[config.mk]
export PLATFORM = sky130hd
export DESIGN_NAME = spm_operand_sequencer
export DESIGN_NICKNAME = d
export VERILOG_FILES = /design/src/rtl/spm_operand_sequencer.sv
export SDC_FILE = /design/constraint.sdc
export NUM_CORES = 1
export LEC_CHECK = 0
export CORE_MARGIN = 1.5
export CORE_UTILIZATION = 45
export CTS_BUF_LIST = sky130_fd_sc_hd__clkbuf_4 sky130_fd_sc_hd__clkbuf_8
export CTS_CLUSTER_DIAMETER = 120
export DETAILED_ROUTE_END_ITERATION = 8
export HOLD_SLACK_MARGIN = 0.06
export PLACE_DENSITY = 0.69
export SKIP_LAST_GASP = 1
export SYNTH_ARGS = -nofsm -noshare
export SYNTH_HDL_FRONTEND = slang
export SYNTH_SLANG_ARGS = --single-unit
[constraint.sdc]
create_clock -name clk -period 5.3 [get_ports clk]
set_input_delay 1.06 -clock clk [delete_from_list [all_inputs] [get_ports clk]]
set_output_delay 1.06 -clock clk [all_outputs]
set_load 0.01 [all_outputs]
[src/rtl/spm_operand_sequencer.sv]
// Feeds buffered operand pairs to the serial multiplier one at a time and returns products on a valid/ready port.
// Latency: one IDLE cycle plus L RUN cycles to out_valid; in_ready low when the FIFO is full, result held until out_ready.
module spm_operand_sequencer #(
  parameter int DEPTH   = 4,
  parameter int TIMEOUT = 15
) (
  input  logic                     clk,
  input  logic                     rst,
  input  logic                     in_valid,
  output logic                     in_ready,
  input  logic [7:0]               in_x,
  input  logic [7:0]               in_y,
  output logic                     mul_rst,
  output logic [7:0]               mul_x,
  output logic [7:0]               mul_y,
  input  logic [15:0]              mul_prod,
  input  logic                     mul_done,
  output logic                     out_valid,
  input  logic                     out_ready,
  output logic [15:0]              out_prod,
  output logic                     out_err,
  output logic                     busy,
  output logic [$clog2(DEPTH):0]   fifo_cnt
);

  localparam int AW = $clog2(DEPTH);
  localparam logic [AW:0]   CNT_FULL = DEPTH[AW:0];
  localparam logic [AW:0]   CNT_ONE  = 1;
  localparam logic [AW-1:0] PTR_ONE  = 1;
  localparam logic [7:0]    WD_LAST  = 8'(TIMEOUT - 1);

  typedef enum logic [1:0] {IDLE, RUN, OUT} state_t;

  state_t        state, state_nxt;
  logic [7:0]    fx [DEPTH];
  logic [7:0]    fy [DEPTH];
  logic [AW-1:0] wr_ptr, rd_ptr;
  logic [7:0]    wdog;
  logic          push, pop, timeout;

  assign in_ready  = fifo_cnt != CNT_FULL;
  assign push      = in_valid && in_ready;
  // Pop looks at the registered count, so a pair entering an empty FIFO waits one edge.
  assign pop       = (state == IDLE) && (fifo_cnt != '0);
  assign timeout   = wdog == WD_LAST;
  assign mul_rst   = state != RUN;
  assign out_valid = state == OUT;
  assign busy      = (state != IDLE) || (fifo_cnt != '0);

  always_ff @(posedge clk) begin
    if (push) begin
      fx[wr_ptr] <= in_x;
      fy[wr_ptr] <= in_y;
    end
  end

  always_ff @(posedge clk or posedge rst) begin
    if (rst) begin
      wr_ptr   <= '0;
      rd_ptr   <= '0;
      fifo_cnt <= '0;
    end else begin
      if (push) wr_ptr <= wr_ptr + PTR_ONE;
      if (pop)  rd_ptr <= rd_ptr + PTR_ONE;
      case ({push, pop})
        2'b10:   fifo_cnt <= fifo_cnt + CNT_ONE;
        2'b01:   fifo_cnt <= fifo_cnt - CNT_ONE;
        default: fifo_cnt <= fifo_cnt;
      endcase
    end
  end

  always_ff @(posedge clk or posedge rst) begin
    if (rst) state <= IDLE;
    else     state <= state_nxt;
  end

  always_comb begin
    state_nxt = state;
    case (state)
      IDLE:    if (fifo_cnt != '0) state_nxt = RUN;
      RUN:     if (mul_done || timeout) state_nxt = OUT;
      OUT:     if (out_ready) state_nxt = IDLE;
      default: state_nxt = IDLE;
    endcase
  end

  // Operands load while mul_rst is still high so the multiplier starts on settled inputs.
  always_ff @(posedge clk or posedge rst) begin
    if (rst) begin
      mul_x    <= '0;
      mul_y    <= '0;
      out_prod <= '0;
      out_err  <= 1'b0;
      wdog     <= '0;
    end else begin
      case (state)
        IDLE: begin
          if (pop) begin
            mul_x <= fx[rd_ptr];
            mul_y <= fy[rd_ptr];
            wdog  <= '0;
          end
        end
        RUN: begin
          wdog <= wdog + 8'd1;
          if (mul_done) begin
            out_prod <= mul_prod;
            out_err  <= 1'b0;
          end else if (timeout) begin
            out_prod <= '0;
            out_err  <= 1'b1;
          end
        end
        default: ;
      endcase
    end
  end

endmodule
# ---- Yosys cells after proc, flatten, opt, wreduce, memory -nomap -nowiden
# Memory sizes are Yosys's and may differ from the RTL's. A register that Yosys moved wholly into a read port is not among the register bits.
# Index checks and enable logic that the tools add are counted.
dict set report classes {
  addsub 5
  eq_ne 11
  mux 13
  reduce_logical 14
}
# cell n
set ops {}
lappend ops {{16-bit two-way mux} 2}
lappend ops {{8-bit one-hot mux with 2 select lines} 1}
lappend ops {{8-bit by 1-bit adder with 8-bit output, second input constant} 1}
lappend ops {{8-bit by 4-bit == test with 1-bit output, second input constant} 1}
lappend ops {{8-bit two-way mux} 1}
lappend ops {{2-bit nonzero test} 4}
lappend ops {{2-bit two-way mux} 3}
lappend ops {{2-bit by 1-bit inequality test with 1-bit output, second input constant} 3}
lappend ops {{2-bit one-hot mux with 3 select lines} 1}
lappend ops {{3-bit one-hot mux with 2 select lines} 1}
lappend ops {{2-bit AND reduction} 3}
lappend ops {{2-bit by 1-bit adder with 2-bit output, second input constant} 2}
lappend ops {{2-bit by 1-bit == test with 1-bit output, second input constant} 2}
lappend ops {{2-bit == test, second input constant} 2}
lappend ops {{1-bit two-way mux} 4}
lappend ops {{2-bit inequality test, second input constant} 2}
lappend ops {{3-bit by 1-bit adder with 3-bit output, second input constant} 1}
lappend ops {{3-bit inequality test, second input constant} 1}
lappend ops {{3-bit AND reduction} 1}
lappend ops {{3-bit nonzero test} 1}
lappend ops {{3-bit by 1-bit subtractor with 3-bit output, second input constant} 1}
lappend ops {{1-bit logical AND} 2}
lappend ops {{2-bit logical NOT} 1}
lappend ops {{1-bit logical OR} 2}
dict set report totals {
  register_bits 34
  ram_bits 64
  in_bits 37
  elab_cells 52
  mem_count 2
}
# memory depth word_bits read_ports rd_ports_with_merged_regs wr line_no
set mem_list {}
lappend mem_list {fx 4 8 1 1 1 35} ;# logic [7:0] fx [DEPTH];
lappend mem_list {fy 4 8 1 1 1 36} ;# logic [7:0] fy [DEPTH];

# ---- Logic depth before layout (Yosys ltp)
# Gate-level depths: netlist (run 1).
dict set report depth {
  depth_word 4
  ltp_mapped 10
  depth_no_buf 9
}

# ---- Worst setup path after synthesis (run 1)
# Ideal clock, no wire load.
dict set report synth_timing {
  kind {reg-to-reg}
  start {register fifo_cnt[0]}
  end {register fifo_cnt[2]}
  setup_time_ps 79
  arrival_ps 2096
  t_required_ps 5221
  path_slack_ps 3124
  path_stages_with_launch 10
  cell_sequence {dfrtp_1 -> or3b_1 -> clkbuf_1 -> nand2_2 -> ha_1 -> inv_1 -> fa_1 -> xor2_1 -> nor2_1 -> xor2_1}
}
dict set report synth_between {
  elab_chain_cells 4
  elab_cells_between_ends 10
}
# item line_no
set synth_rtl {}
lappend synth_rtl {{start, declared} 23} ;# output logic [$clog2(DEPTH):0] fifo_cnt
lappend synth_rtl {{start signal, assigned} 66} ;# 2'b10: fifo_cnt <= fifo_cnt + CNT_ONE;
lappend synth_rtl {{start signal, assigned} 67} ;# 2'b01: fifo_cnt <= fifo_cnt - CNT_ONE;
lappend synth_rtl {{start signal, assigned} 68} ;# default: fifo_cnt <= fifo_cnt;
lappend synth_rtl {{3-bit inequality test (*)} 41} ;# assign in_ready = fifo_cnt != CNT_FULL;
lappend synth_rtl {{named net in_ready} 10} ;# output logic in_ready,
lappend synth_rtl {{1-bit logical AND (*)} 42} ;# assign push = in_valid && in_ready;
lappend synth_rtl {{2-bit by 1-bit == test with 1-bit output or 2-bit == test (tied branches)} 65} ;# case ({push, pop})
lappend synth_rtl {{3-bit one-hot mux with 2 select lines or 2-bit nonzero test (tied branches)} n/a}
# The timed path passes the listed nets; every way through them passes the cells marked *.
# A chain may end at the register's enable or synchronous reset.

# ---- Final worst setup path (run 1)
dict set report layout_timing {
  start {register state[0]}
  end {output mul_rst}
}
dict set report layout_between {
  elab_chain_cells 1
}
# item line_no
set layout_rtl {}
lappend layout_rtl {{start, declared} 34} ;# state_t state, state_nxt;
lappend layout_rtl {{start signal, assigned} 75} ;# else state <= state_nxt;
lappend layout_rtl {{2-bit by 1-bit inequality test with 1-bit output} 46} ;# assign mul_rst = state != RUN;
lappend layout_rtl {{end, declared} 13} ;# output logic mul_rst,
# Every way passes these cells.

==> results of run 1 <==
[routing by layer]
layer,global-route usage,up-vias
met4,0.0608,0
met1,0.215,1309
li1,-,1228
met2,0.260,89
met5,0,-
met3,0.0411,13
[worst register-to-register path: stages (launching register included)]
cell and delay, ps:
sky130_fd_sc_hd__dfrtp_1 470, sky130_fd_sc_hd__nor3_4 110, sky130_fd_sc_hd__nand2b_1 200, sky130_fd_sc_hd__inv_2 510, sky130_fd_sc_hd__ha_1 310, sky130_fd_sc_hd__inv_1 60, sky130_fd_sc_hd__fa_1 370, sky130_fd_sc_hd__xor2_1 150
sky130_fd_sc_hd__nor2_1 110, sky130_fd_sc_hd__xor2_1 150
[worst min path at each step]
stage | from | endpoint | slack [ps] | depth (start not counted)
final | wdog[7]$_DFFE_PP0P_ | wdog[7]$_DFFE_PP0P_ | 490 | 1
after CTS | wdog[7]$_DFFE_PP0P_ | wdog[7]$_DFFE_PP0P_ | 480 | 1
after floorplan | wdog[7]$_DFFE_PP0P_ | wdog[7]$_DFFE_PP0P_ | 440 | 1
after detailed placement | wdog[7]$_DFFE_PP0P_ | wdog[7]$_DFFE_PP0P_ | 470 | 1
after global placement | wdog[7]$_DFFE_PP0P_ | wdog[7]$_DFFE_PP0P_ | 470 | 1
after global routing | wdog[7]$_DFFE_PP0P_ | wdog[7]$_DFFE_PP0P_ | 500 | 1
[cell families (layout without fill, tap and decap cells)]
| logic type | Yosys count | count (layout) | synth area share |
|---|---|---|---|
| buf+inv | 41 | 135 | 0.0453 |
| xor+xnor | 8 | 8 | 0.0147 |
| mux | 36 | 36 | 0.135 |
| compound gates | 46 | 46 | 0.0731 |
| fa+ha+maj | 8 | 8 | 0.0225 |
| simple gates | 34 | 34 | 0.0453 |
| flops | 114 | 114 | 0.664 |
[placed cells by master, fill, tap and decap left out, types with 3 or more instances in the layout]
master	instances
sky130_fd_sc_hd__clkbuf_8	17
sky130_fd_sc_hd__mux2i_1	3
sky130_fd_sc_hd__nor3_1	3
sky130_fd_sc_hd__clkbuf_4	4
sky130_fd_sc_hd__o21ai_0	11
sky130_fd_sc_hd__nand2_1	5
sky130_fd_sc_hd__clkdlybuf4s50_1	76
sky130_fd_sc_hd__inv_1	25
sky130_fd_sc_hd__nand3_1	5
sky130_fd_sc_hd__bufinv_16	7
sky130_fd_sc_hd__nor2_1	3
sky130_fd_sc_hd__o21ai_2	10
sky130_fd_sc_hd__ha_1	7
sky130_fd_sc_hd__xnor2_1	3
sky130_fd_sc_hd__o211ai_1	3
sky130_fd_sc_hd__dfrtp_1	50
sky130_fd_sc_hd__mux2_4	16
sky130_fd_sc_hd__edfxtp_1	64
sky130_fd_sc_hd__a22oi_1	16
sky130_fd_sc_hd__mux4_2	15
sky130_fd_sc_hd__xor2_1	5
sky130_fd_sc_hd__and3_1	4
[power groups by stage]
stage / logic (mW) / clock network (mW) / registers [mW]
2_1_floorplan: 0.905 / 0 / 1.44
3_3_place_gp: 1.32 / 0 / 1.45
3_5_place_dp: 1.34 / 0 / 1.47
4_1_cts: 1.35 / 1.02 / 1.45
5_1_grt: 1.44 / 1.06 / 1.49
6_report: 1.33 / 1.01 / 1.45
[stage by stage]
step	instance area, um2	hold slack [ps]	utilization	power (mW)
6_report	6090	490	0.590	3.78
3_5_place_dp	5590	471	0.542	2.81
5_1_grt	6090	504	0.590	3.99
4_1_cts	6090	482	0.590	3.82
2_1_floorplan	4780	445	-	2.34
3_3_place_gp	5590	469	0.542	2.77
[sequential cells by signal, summed over array words and instances, names as in the netlist]
| signal | flops |
|---|---|
| out_prod | 16 |
| state | 2 |
| wr_ptr | 2 |
| out_err | 1 |
| mul_x | 8 |
| fy | 32 |
| fifo_cnt | 3 |
| fx | 32 |
| mul_y | 8 |
| wdog | 8 |
| rd_ptr | 2 |
[cell type report]
class                      instances  area [um2]  area share
multi-input combinational        132        1390       0.228
clock inverter                    11         233      0.0382
tap                              136         170      0.0279
timing repair buffer              76         761       0.125
sequential                       114        3170       0.521
inverter                          27         101      0.0166
clock buffer                      21         264      0.0433
==> impl_summary.md, run 1 <==
Status
The run finished with clean final reports.

Clock network
The number of hold buffers added after CTS is 0. The TritonCTS clock tree is built. After clock tree synthesis, the repair step resized 0 gates. The later-pin clock latency in the skew report is 400 ps. The number of setup buffers added after CTS is 0. The tree is rooted in a sky130_fd_sc_hd__clkbuf_8. The worst-case clock buffer depth is 2. CTS built an H-tree with a depth of 4. The number of buffers created by CTS is 17. The tree built by TritonCTS fans out to 114 sinks. Clock-pin slew was measured on the worst setup and hold paths at 60 ps.

Synthesis
The synthesis warning total is 0. The netlist uses 44 different library cells. In the synthesized netlist, the number of instances is 287. The number of synthesized register bits is 114. After synthesis, the share of flip-flops with an asynchronous set or reset is 0.439. In the synthesized netlist the dominant register cell turns out to be sky130_fd_sc_hd__edfxtp_1.

The cell taking the most area after synthesis is sky130_fd_sc_hd__edfxtp_1. Of the post-synthesis cell area, the dominant cell type holds 0.402. The synthesized design contains 64 enable-type register cells. In this run the mean area of a mapped cell was 16.6 um2.

By count the netlist is led by sky130_fd_sc_hd__edfxtp_1, sky130_fd_sc_hd__dfrtp_1, sky130_fd_sc_hd__inv_1. By instance count, the leading cell after synthesis is sky130_fd_sc_hd__edfxtp_1. The net count of the mapped netlist is 332. After synthesis the cells add up to 4780 um2. Yosys attributes the largest share of cell area to sky130_fd_sc_hd__edfxtp_1, sky130_fd_sc_hd__dfrtp_1, sky130_fd_sc_hd__mux4_2. The part of the Yosys area used for sequential elements is 0.664.

Pwr
The part of the power in the clock network is 0.266. The internal power summed over all cells is 2.66 mW. Power spread over the standard cell area amounts to 620 nW/um2. The part of the total power dissipated in combinational logic is 0.351. The net load switching power is 1.11 mW. VDD sags by at most 0.332 mV. In this run the static leakage power is 2.40 nW. The net switching share of the total power is 0.295. The sequential share of power is 0.383.

Global route
Entering global routing, the biggest net connects 51 pins. After global routing the overflow that remains totals 0. The initial antenna violation count was 0.

The total global routing track utilization is 0.162. The first-pass GRT wire length is 13.7 mm. The number of global-route vias before repair is 2,658.

Critical path
STA classifies the critical path endpoint as an output port. Data on the critical path arrives at its endpoint at 2430 ps. For flop-to-flop paths, the worst setup slack is 2790 ps. The reg-to-reg endpoint is fifo_cnt[2]$_DFFE_PP0P_. The worst reg2reg path depth is 9. The critical path starts at state[0]$_DFFE_PP0P_. Counting both buffers and inverters, the worst setup path holds a total of 2. The endpoint of the worst setup timing path is mul_rst. On the worst path, the slowest cell contributes a delay of 680 ps.

The critical path goes through and2b_2 -> inv_1 -> clkdlybuf4s50_1. The worst setup path is of the reg -> out kind. The master of the slowest instance on the critical path is sky130_fd_sc_hd__inv_1. The gate family responsible for the most delay along the worst path is buffers and inverters. The required time of the critical path is 4240 ps. The startpoint type of the worst setup path is a flop. Counting buffers and inverters, the worst setup path is 3 cells deep. The top fanout value on the critical path is 30. The origin of the critical flop-to-flop path is fifo_cnt[0]$_DFFE_PP0P_.

Finish
The count of inserted antenna diode cells is 0. Relative to the synthesized area, the layout overhead comes to 27.5%. In the final layout, the share of cells above drive strength 1 is 0.220. The filler-free cell count of the finished design is 517.

Fill cells in the final layout number 813. For this run, the post-layout net count is 413.

STA
The number of pins exceeding their max-slew limit in the final report is 0. Setup repair after global routing left no endpoint under its margin. The minimum clock period after layout is 3490 ps.

In this run the tightest slew margin relative to its limit is 0.263. The worst setup margin is 1810 ps. Across the routed clock network, the largest skew measured is 7.81 ps. The summed negative setup slack over all endpoints is 0 ps. The share of the clock period used by the worst path is 0.659. For this run, the top clock speed supported by timing is 0.286 GHz. At the pin with the least slew margin, the transition time is 1100 ps. The final number of hold-violating endpoints was 0. Setup violations remaining at the end of the flow were counted as 0.

Placed design
At the end of routability-driven placement, the weighted congestion stood at 0.721. The instance count after placement with tap cells included is 485. The HPWL after detailed placement is 5.31 mm. The worst slack at placement is 2230 ps. The number of port buffers is 76.

Floorplanning
The horizontal extent of the die is 106 um. The floorplan step defined a die boundary enclosing 11,200 um2. The placement row count is 37. The starting density of the core is 0.463. The die is 106 um tall.

The area inside the core boundary is 10,300 um2. For this design the top-level I/O count stands at 77.

Worst hold path
The min-delay analysis places its worst path in the category reg -> reg.

Routing
The highest signal layer in the routed design is met4. The mean number of vias per cell is 5.10. The detailed-router iteration count before antenna repair is 4. The overall routed net length is 8.56 mm.

The amount of wire on met2 after detailed routing is 4.12 mm. The routed layout has 2,639 vias. Once detail routing completed, the nets flagged for antenna violations numbered 0. The detailed router finished its first iteration with 137 violations. The wire length per cell is 16.6 um.

The residual DRC count is 0. The routed design uses 431 um of met3 wire. The wire length the detailed router placed on met1 is 3.90 mm.

Run
The max capacitance violation total is 0.
Power figures use the tool's default switching activity.
==> inputs of run 2 (changes only) <==
- clock period: 5.3 -> 3.6 ns (I/O delays scaled with it)
==> run 2 against run 1 <==
- global-route usage increased by 0.88 points
- critical endpoint is now in_ready
- clock skew increased by 1.9 ps
- setup slack got worse by 830 ps
- largest power group unchanged
- die area unchanged
- sequential power increased by 44%
- sequential share of layout area increased by 0.096 points
- cell count increased by 0.77%
- register-to-register slack got worse by 1700 ps
- critical path depth decreased by 1
- total power increased by 45%
- utilization decreased by 0.11 points
- via count increased by 1.1%
==> impl_summary.md, run 2 (same netlist as run 1, synthesis figures left out) <==
Critical path
The top fanout value on the critical path is 6. The master of the slowest instance on the critical path is sky130_fd_sc_hd__clkdlybuf4s50_1. STA classifies the critical path endpoint as an output port. STA classifies the critical path startpoint as a flop. The register-to-register path setup slack is 1140 ps.

Data on the critical path is required at its endpoint by 2880 ps. The worst reg2reg path depth is 9. In this run the critical register-to-register path is launched from fifo_cnt[0]$_DFFE_PP0P_.

Data on the critical path arrives at its endpoint at 1900 ps. Grouping stages by cell kind, the critical path spends the most delay in buffers and inverters. On the worst path, the slowest cell contributes a delay of 520 ps. The reg-to-reg endpoint is fifo_cnt[2]$_DFFE_PP0P_. Traced cell by cell, the critical path runs through or3b_1 -> clkdlybuf4s50_1.

The type of the worst setup path is reg -> out. Counting both buffers and inverters, the worst setup path holds a total of 1.

Finish
The post-layout utilization of the core is 0.589. Leaving out fill and tap cells, the most frequent cell in the layout is sky130_fd_sc_hd__clkdlybuf4s50_1. The final layout contains 417 nets.

The sequential cells in the finished layout cover a total of 3170 um2. The count of inserted antenna diode cells is 0. The synthesis-to-layout area growth is 27.2%. The largest registers in the layout are fx: 32 flops, fy: 32 flops, out_prod: 16 flops. The area of combinational cells with multiple inputs is 1390 um2.

The ratio of cells with drive above 1 in the final layout is 0.231. The number of fillers in the final layout is 809. The top cell types in the final layout, fill and taps aside, are sky130_fd_sc_hd__clkdlybuf4s50_1, sky130_fd_sc_hd__edfxtp_1, sky130_fd_sc_hd__dfrtp_1.

Pwr
The share of total power dissipated in sequential elements is 0.383. The cell area power density is 898 nW/um2. The part of the total power dissipated in combinational logic is 0.367. Cell internal power was estimated by the tool at 3.81 mW.

The worst supply voltage drop on vdd is 0.398 mV. Summed over all nets, the switching power comes to 1.65 mW. The net switching share of the total power is 0.303. The part of the power in the clock network is 0.250.

The static leakage is 2.40 nW.

Worst hold path
The worst hold path belongs to the class reg -> reg. The depth of the worst hold-timing path is 1. The beginning of the worst hold path is wdog[7]$_DFFE_PP0P_. The path with the worst hold slack has its endpoint at wdog[7]$_DFFE_PP0P_.

Floorplanning
The placement row count is 37. The number of placed I/O pins is 77. The die outline height is 106 um. The total area inside the core boundary comes to 10,300 um2. The horizontal extent of the die is 106 um. The starting density of the core is 0.463.

The die area is 11,200 um2.

Clock network
Once the clock tree was built, the setup fixing pass inserted 0 buffers. The number of gates given a new drive strength after cts is 0. The worst-case clock buffer depth is 2.

The number of hold buffers added after CTS is 0. The clock sink total is 114. After clock tree synthesis, the clock-pin slew on the worst setup and hold paths is 70 ps. TritonCTS built the clock tree. The tree is rooted in a sky130_fd_sc_hd__clkbuf_8. The depth of the CTS H-tree is 4. The later pin in the worst-skew pair is clocked with a latency of 430 ps. The number of clock buffers added by TritonCTS is 17.

Placed design
In this run the tool buffered the top-level ports with 76 buffer cells. The HPWL after detailed placement is 5.51 mm. The final RePlAce weighted congestion is 0.783.

Global route
The total global routing track utilization is 0.171. The pin count of the biggest net entering global routing is 33. The first-pass GRT wire length is 14.3 mm. Summed over all layers, the global routing overflow is 0.

The initial antenna violation count is 0. The number of global-route vias before repair was 2,796.

Routing
The detailed router finished its first iteration with 176 violations. For this run, design rule violations remaining after detail routing come to 0. Across all layers, the routed design uses 2,669 vias. In this run the remaining antenna-violating nets after routing total 0. The wire length per cell is 16.8 um.

The overall routed net length is 8.74 mm. Dividing the detail-routed via count by the number of cells gives 5.12. The detailed-router iteration count before antenna repair is 4.

STA
Setup violations remaining at the end of the flow were counted as 0. Setup repair after global routing left no endpoint under its margin. The number of pins exceeding their max-slew limit in the final report is 0. The final number of hold-violating endpoints is 0. In the finished design, the share of the clock period the worst path needs comes to 0.728.

Static timing analysis puts the maximum clock frequency at 0.382 GHz. At the pin with the least slew margin, the transition time is 854 ps. Subtracting the final worst setup slack from the clock period gives 2620 ps. The relative slew slack is 0.431.

Summed over all failing endpoints, the final setup total negative slack is 0 ps. The worst hold margin is 477 ps. The largest clock skew in the final design is 9.72 ps.

Status
The flow ran to the end, and the final reports show no timing, DRC or antenna violations.

Run
The tool flagged a number of max-cap violations equal to 0.
run 2: worst reg2reg max path: stages (launching register included):
cell	delay, ps
sky130_fd_sc_hd__dfrtp_1	460
sky130_fd_sc_hd__nor3_4	100
sky130_fd_sc_hd__nand2b_1	190
sky130_fd_sc_hd__inv_2	470
sky130_fd_sc_hd__ha_1	310
sky130_fd_sc_hd__inv_1	60
sky130_fd_sc_hd__fa_1	370
sky130_fd_sc_hd__xor2_1	150
sky130_fd_sc_hd__nor2_1	110
sky130_fd_sc_hd__xor2_1	160
run 2: area by class of cell:
cell class                      instances  share of cell area
Sequential cell                       114               0.522
Clock inverter                         11              0.0305
Inverter                               27              0.0167
Clock buffer                           21              0.0445
Tap cell                              136              0.0280
Multi-Input combinational cell        132               0.228
Timing Repair Buffer                   80               0.130
run 2: routing by layer:
metal	share of wire	vias up	GRT usage
li1	-	1246	-
met1	0.42	1335	0.215
met2	0.50	79	0.276
met3	0.061	9	0.0558
met4	0.011	0	0.0695
met5	0	-	0
run 2: power by group through the flow:
stage | sequential [mW] | combinational, mW | clock [mW]
5_1_grt | 2.15 | 2.20 | 1.44
3_3_place_gp | 2.10 | 2.00 | 0
4_1_cts | 2.10 | 2.04 | 1.39
2_1_floorplan | 2.12 | 1.33 | 0
6_report | 2.09 | 2.00 | 1.37
3_5_place_dp | 2.12 | 2.03 | 0
run 2: metrics by stage:
stage / area (um2) / setup slack [ps] / instances / power (mW)
6_report: 6080 / 980 / 521 / 5.46
5_1_grt: 6080 / 920 / 521 / 5.79
4_1_cts: 6080 / 953 / 521 / 5.53
3_5_place_dp: 5620 / 1100 / 489 / 4.15
3_3_place_gp: 5620 / 1200 / 489 / 4.10
2_1_floorplan: 4780 / 1420 / 287 / 3.45
run 2: worst max path at each step:
stage,startpoint,slack (ps),endpoint,cells after the start
global placement,in_valid,1200,fy[1][5]$_DFFE_PP_,2
finish,fifo_cnt[0]$_DFFE_PP0P_,980,in_ready,2
CTS,fifo_cnt[0]$_DFFE_PP0P_,950,in_ready,2
detailed placement,fifo_cnt[0]$_DFFE_PP0P_,1100,fifo_cnt[2]$_DFFE_PP0P_,9
floorplan,fifo_cnt[0]$_DFFE_PP0P_,1420,fifo_cnt[2]$_DFFE_PP0P_,9
global route,fifo_cnt[0]$_DFFE_PP0P_,920,fifo_cnt[2]$_DFFE_PP0P_,9
==> inputs of run 3 (changes only) <==
- PLACE_DENSITY: 0.69 -> 0.72
- clock period: 3.6 -> 2.3 ns (I/O delays scaled with it)
==> run 3 against run 2 <==
- critical path depth stayed put
- total power is 52% higher
- largest power group is now combinational logic
- worst hold slack worse by 70 ps
==> impl_summary.md, run 3 (same netlist as run 1, synthesis figures left out) <==
Routing
After detailed routing, the number of vias per cell comes to 5.10. Once detail routing completed, the nets flagged for antenna violations numbered 0. The total vias in the final route is 2,700. The detailed router finished its first iteration with 139 violations. For this run, design rule violations remaining after detail routing come to 0. The pre-antenna-repair detailed-routing pass consisted of 4 iterations. The overall routed net length is 8.76 mm. The wire length per cell is 16.6 um.

Global route
The first global-routing pass estimated 14.4 mm of wire. The pin count of the biggest net entering global routing is 51. For this run, the total global-route usage over all layers was measured as 0.172.

The initial antenna violation count is 0. The total congestion overflow after global routing is 0. The number of global-route vias before repair is 2,897.

Pwr
The static leakage is 2.40 nW. The cell area power density is 1360 nW/um2. VDD sags by at most 0.719 mV.

Floorplanning
The die covers 11,200 um2. The initial utilization of the core area, before any placement, comes to 0.463. The area inside the core boundary is 10,300 um2. The horizontal extent of the die is 106 um.

Pin placement for this block handled 77 I/O pins. The die outline height is 106 um. Row generation in the floorplan step produced 37 rows.

Critical path
The worst path buffer plus inverter count is 1. The critical path endpoint category is an output port. The largest single stage delay on the critical path is 490 ps. On the critical path the largest part of the delay comes from buffers and inverters. The master of the slowest instance on the critical path is sky130_fd_sc_hd__clkdlybuf4s50_1.

STA classifies the critical path startpoint as a flop. Data on the critical path is required at its endpoint by 1840 ps. For the worst setup path, the data arrival time is 1760 ps. The top fanout value on the critical path is 6. The worst setup path is of the reg -> out kind. The signal on the critical path passes through or3b_4 -> clkdlybuf4s50_1.

Placed design
The HPWL after detailed placement is 5.40 mm. The congestion estimate from routability-driven global placement came to 0.730. Buffers placed on the I/O ports in this run total 76. The worst slack at placement is 127 ps.

Finish
The count of inserted antenna diode cells is 0. The top cell types in the final layout, fill and taps aside, are sky130_fd_sc_hd__clkdlybuf4s50_1, sky130_fd_sc_hd__edfxtp_1, sky130_fd_sc_hd__dfrtp_1. The most common cell after layout, fill and taps aside is sky130_fd_sc_hd__clkdlybuf4s50_1.

The number of nets in the layout is 425. The synthesis-to-layout area growth is 27.2%. The largest registers in the layout are fx: 32 flops, fy: 32 flops, out_prod: 16 flops.

The number of fillers in the final layout is 805. The ratio of cells with drive above 1 in the final layout is 0.247.

STA
The number of pins exceeding their max-slew limit in the final report is 0. Setup repair after global routing left no endpoint under its margin. In the final timing run, aggregate negative setup slack is 0 ps. After layout, the minimum clock period comes to 2220 ps. For the final database, setup skew stands at 12.6 ps.

In the finished design, the share of the clock period the worst path needs comes to 0.964. The final number of hold-violating endpoints came to 0. The worst setup margin is 82.7 ps. Setup violations remaining at the end of the flow were counted as 0.

The relative slew slack is 0.627. The measured slew at the worst slew-check pin is 558 ps. The peak clock frequency supported by timing is 0.451 GHz.

Worst hold path
In this run the worst hold path is classified as in -> async.

Clock network
The later-pin clock latency in the skew report is 410 ps. The number of buffers created by CTS is 17. In this run the clock root is driven by a sky130_fd_sc_hd__clkbuf_8.

The TritonCTS clock tree is built. The clock transition time at the flip-flop clock pins of the worst setup and hold paths is 70 ps. The worst-case clock buffer depth is 2.

In this run the post-CTS setup repair buffer count came out at 0. For this design, the CTS-stage hold fixing added 0 buffers. Counting every sink on the clock net gives 114. The H-tree was split into 4 levels.

Run
The max capacitance violation total is 0.

Status
The flow ran to the end, and the final reports show no timing, DRC or antenna violations.
-- run 3: cell count changes in the layout (fill, tap and decap cells not counted), sizes merged --
cell	delta
dlygate4sd2	+1
clkdlybuf4s50	-1
bufinv	-3
inv	-1
buf	+8
clkinv	+2
clkinvlp	+2
-- run 3: metrics by stage --
| step | util | cell area (um2) | std cells | total power [mW] | hold slack (ps) |
|---|---|---|---|---|---|
| 2_1_floorplan | - | 4780 | 287 | 5.40 | 445 |
| 3_3_place_gp | 0.552 | 5700 | 497 | 6.51 | 473 |
| 3_5_place_dp | 0.552 | 5700 | 497 | 6.59 | 479 |
| 4_1_cts | 0.589 | 6080 | 529 | 8.39 | 399 |
| 5_1_grt | 0.589 | 6080 | 529 | 8.81 | 408 |
| 6_report | 0.589 | 6080 | 529 | 8.28 | 407 |
-- run 3: timing repair --
action                                  4_1_cts  5_1_grt
pin swaps                                     0        0
endpoints found under the setup margin        2        1
resized for setup                             2        1
-- run 3: final cells by class --
type                    instances  area [um2]  share of cell area
multi-input cells             132        1390               0.229
flip-flops and latches        114        3170               0.522
inverters                      27         101              0.0167
clock inverters                11         115              0.0189
clock buffers                  21         264              0.0434
repair buffers                 88         862               0.142
well taps                     136         170              0.0280
-- run 3: metal layers --
layer / up-vias / share of wire / track usage
li1: 1259 / - / -
met1: 1363 / 0.44 / 0.215
met2: 71 / 0.50 / 0.277
met3: 7 / 0.054 / 0.0558
met4: 0 / 0.0073 / 0.0714
met5: - / 0 / 0
-- run 3: worst min-delay path, cell delays in order --
cell	delay, ps
sky130_fd_sc_hd__clkdlybuf4s50_1	410
sky130_fd_sc_hd__inv_2	70
sky130_fd_sc_hd__buf_12	260
-- run 3: worst paths after layout --
check,start,to,slack [ps],depth (start not counted)
min in group clk,wdog[7]$_DFFE_PP0P_,wdog[7]$_DFFE_PP0P_,500,1
hold / removal,rst,mul_x[5]$_DFFE_PP0P_,410,3
max in group asynchronous,rst,fifo_cnt[2]$_DFFE_PP0P_,1630,3
hold reg to reg,wdog[7]$_DFFE_PP0P_,wdog[7]$_DFFE_PP0P_,500,1
setup reg to reg,fifo_cnt[1]$_DFFE_PP0P_,fifo_cnt[2]$_DFFE_PP0P_,230,8
setup / recovery,fifo_cnt[1]$_DFFE_PP0P_,in_ready,80,2
-- run 3: report_power, final --
part           internal [mW]  switching [mW]  total [mW]
Clock                  0.999           0.769        1.77
Sequential              2.83           0.362        3.20
Combinational           1.85            1.47        3.32
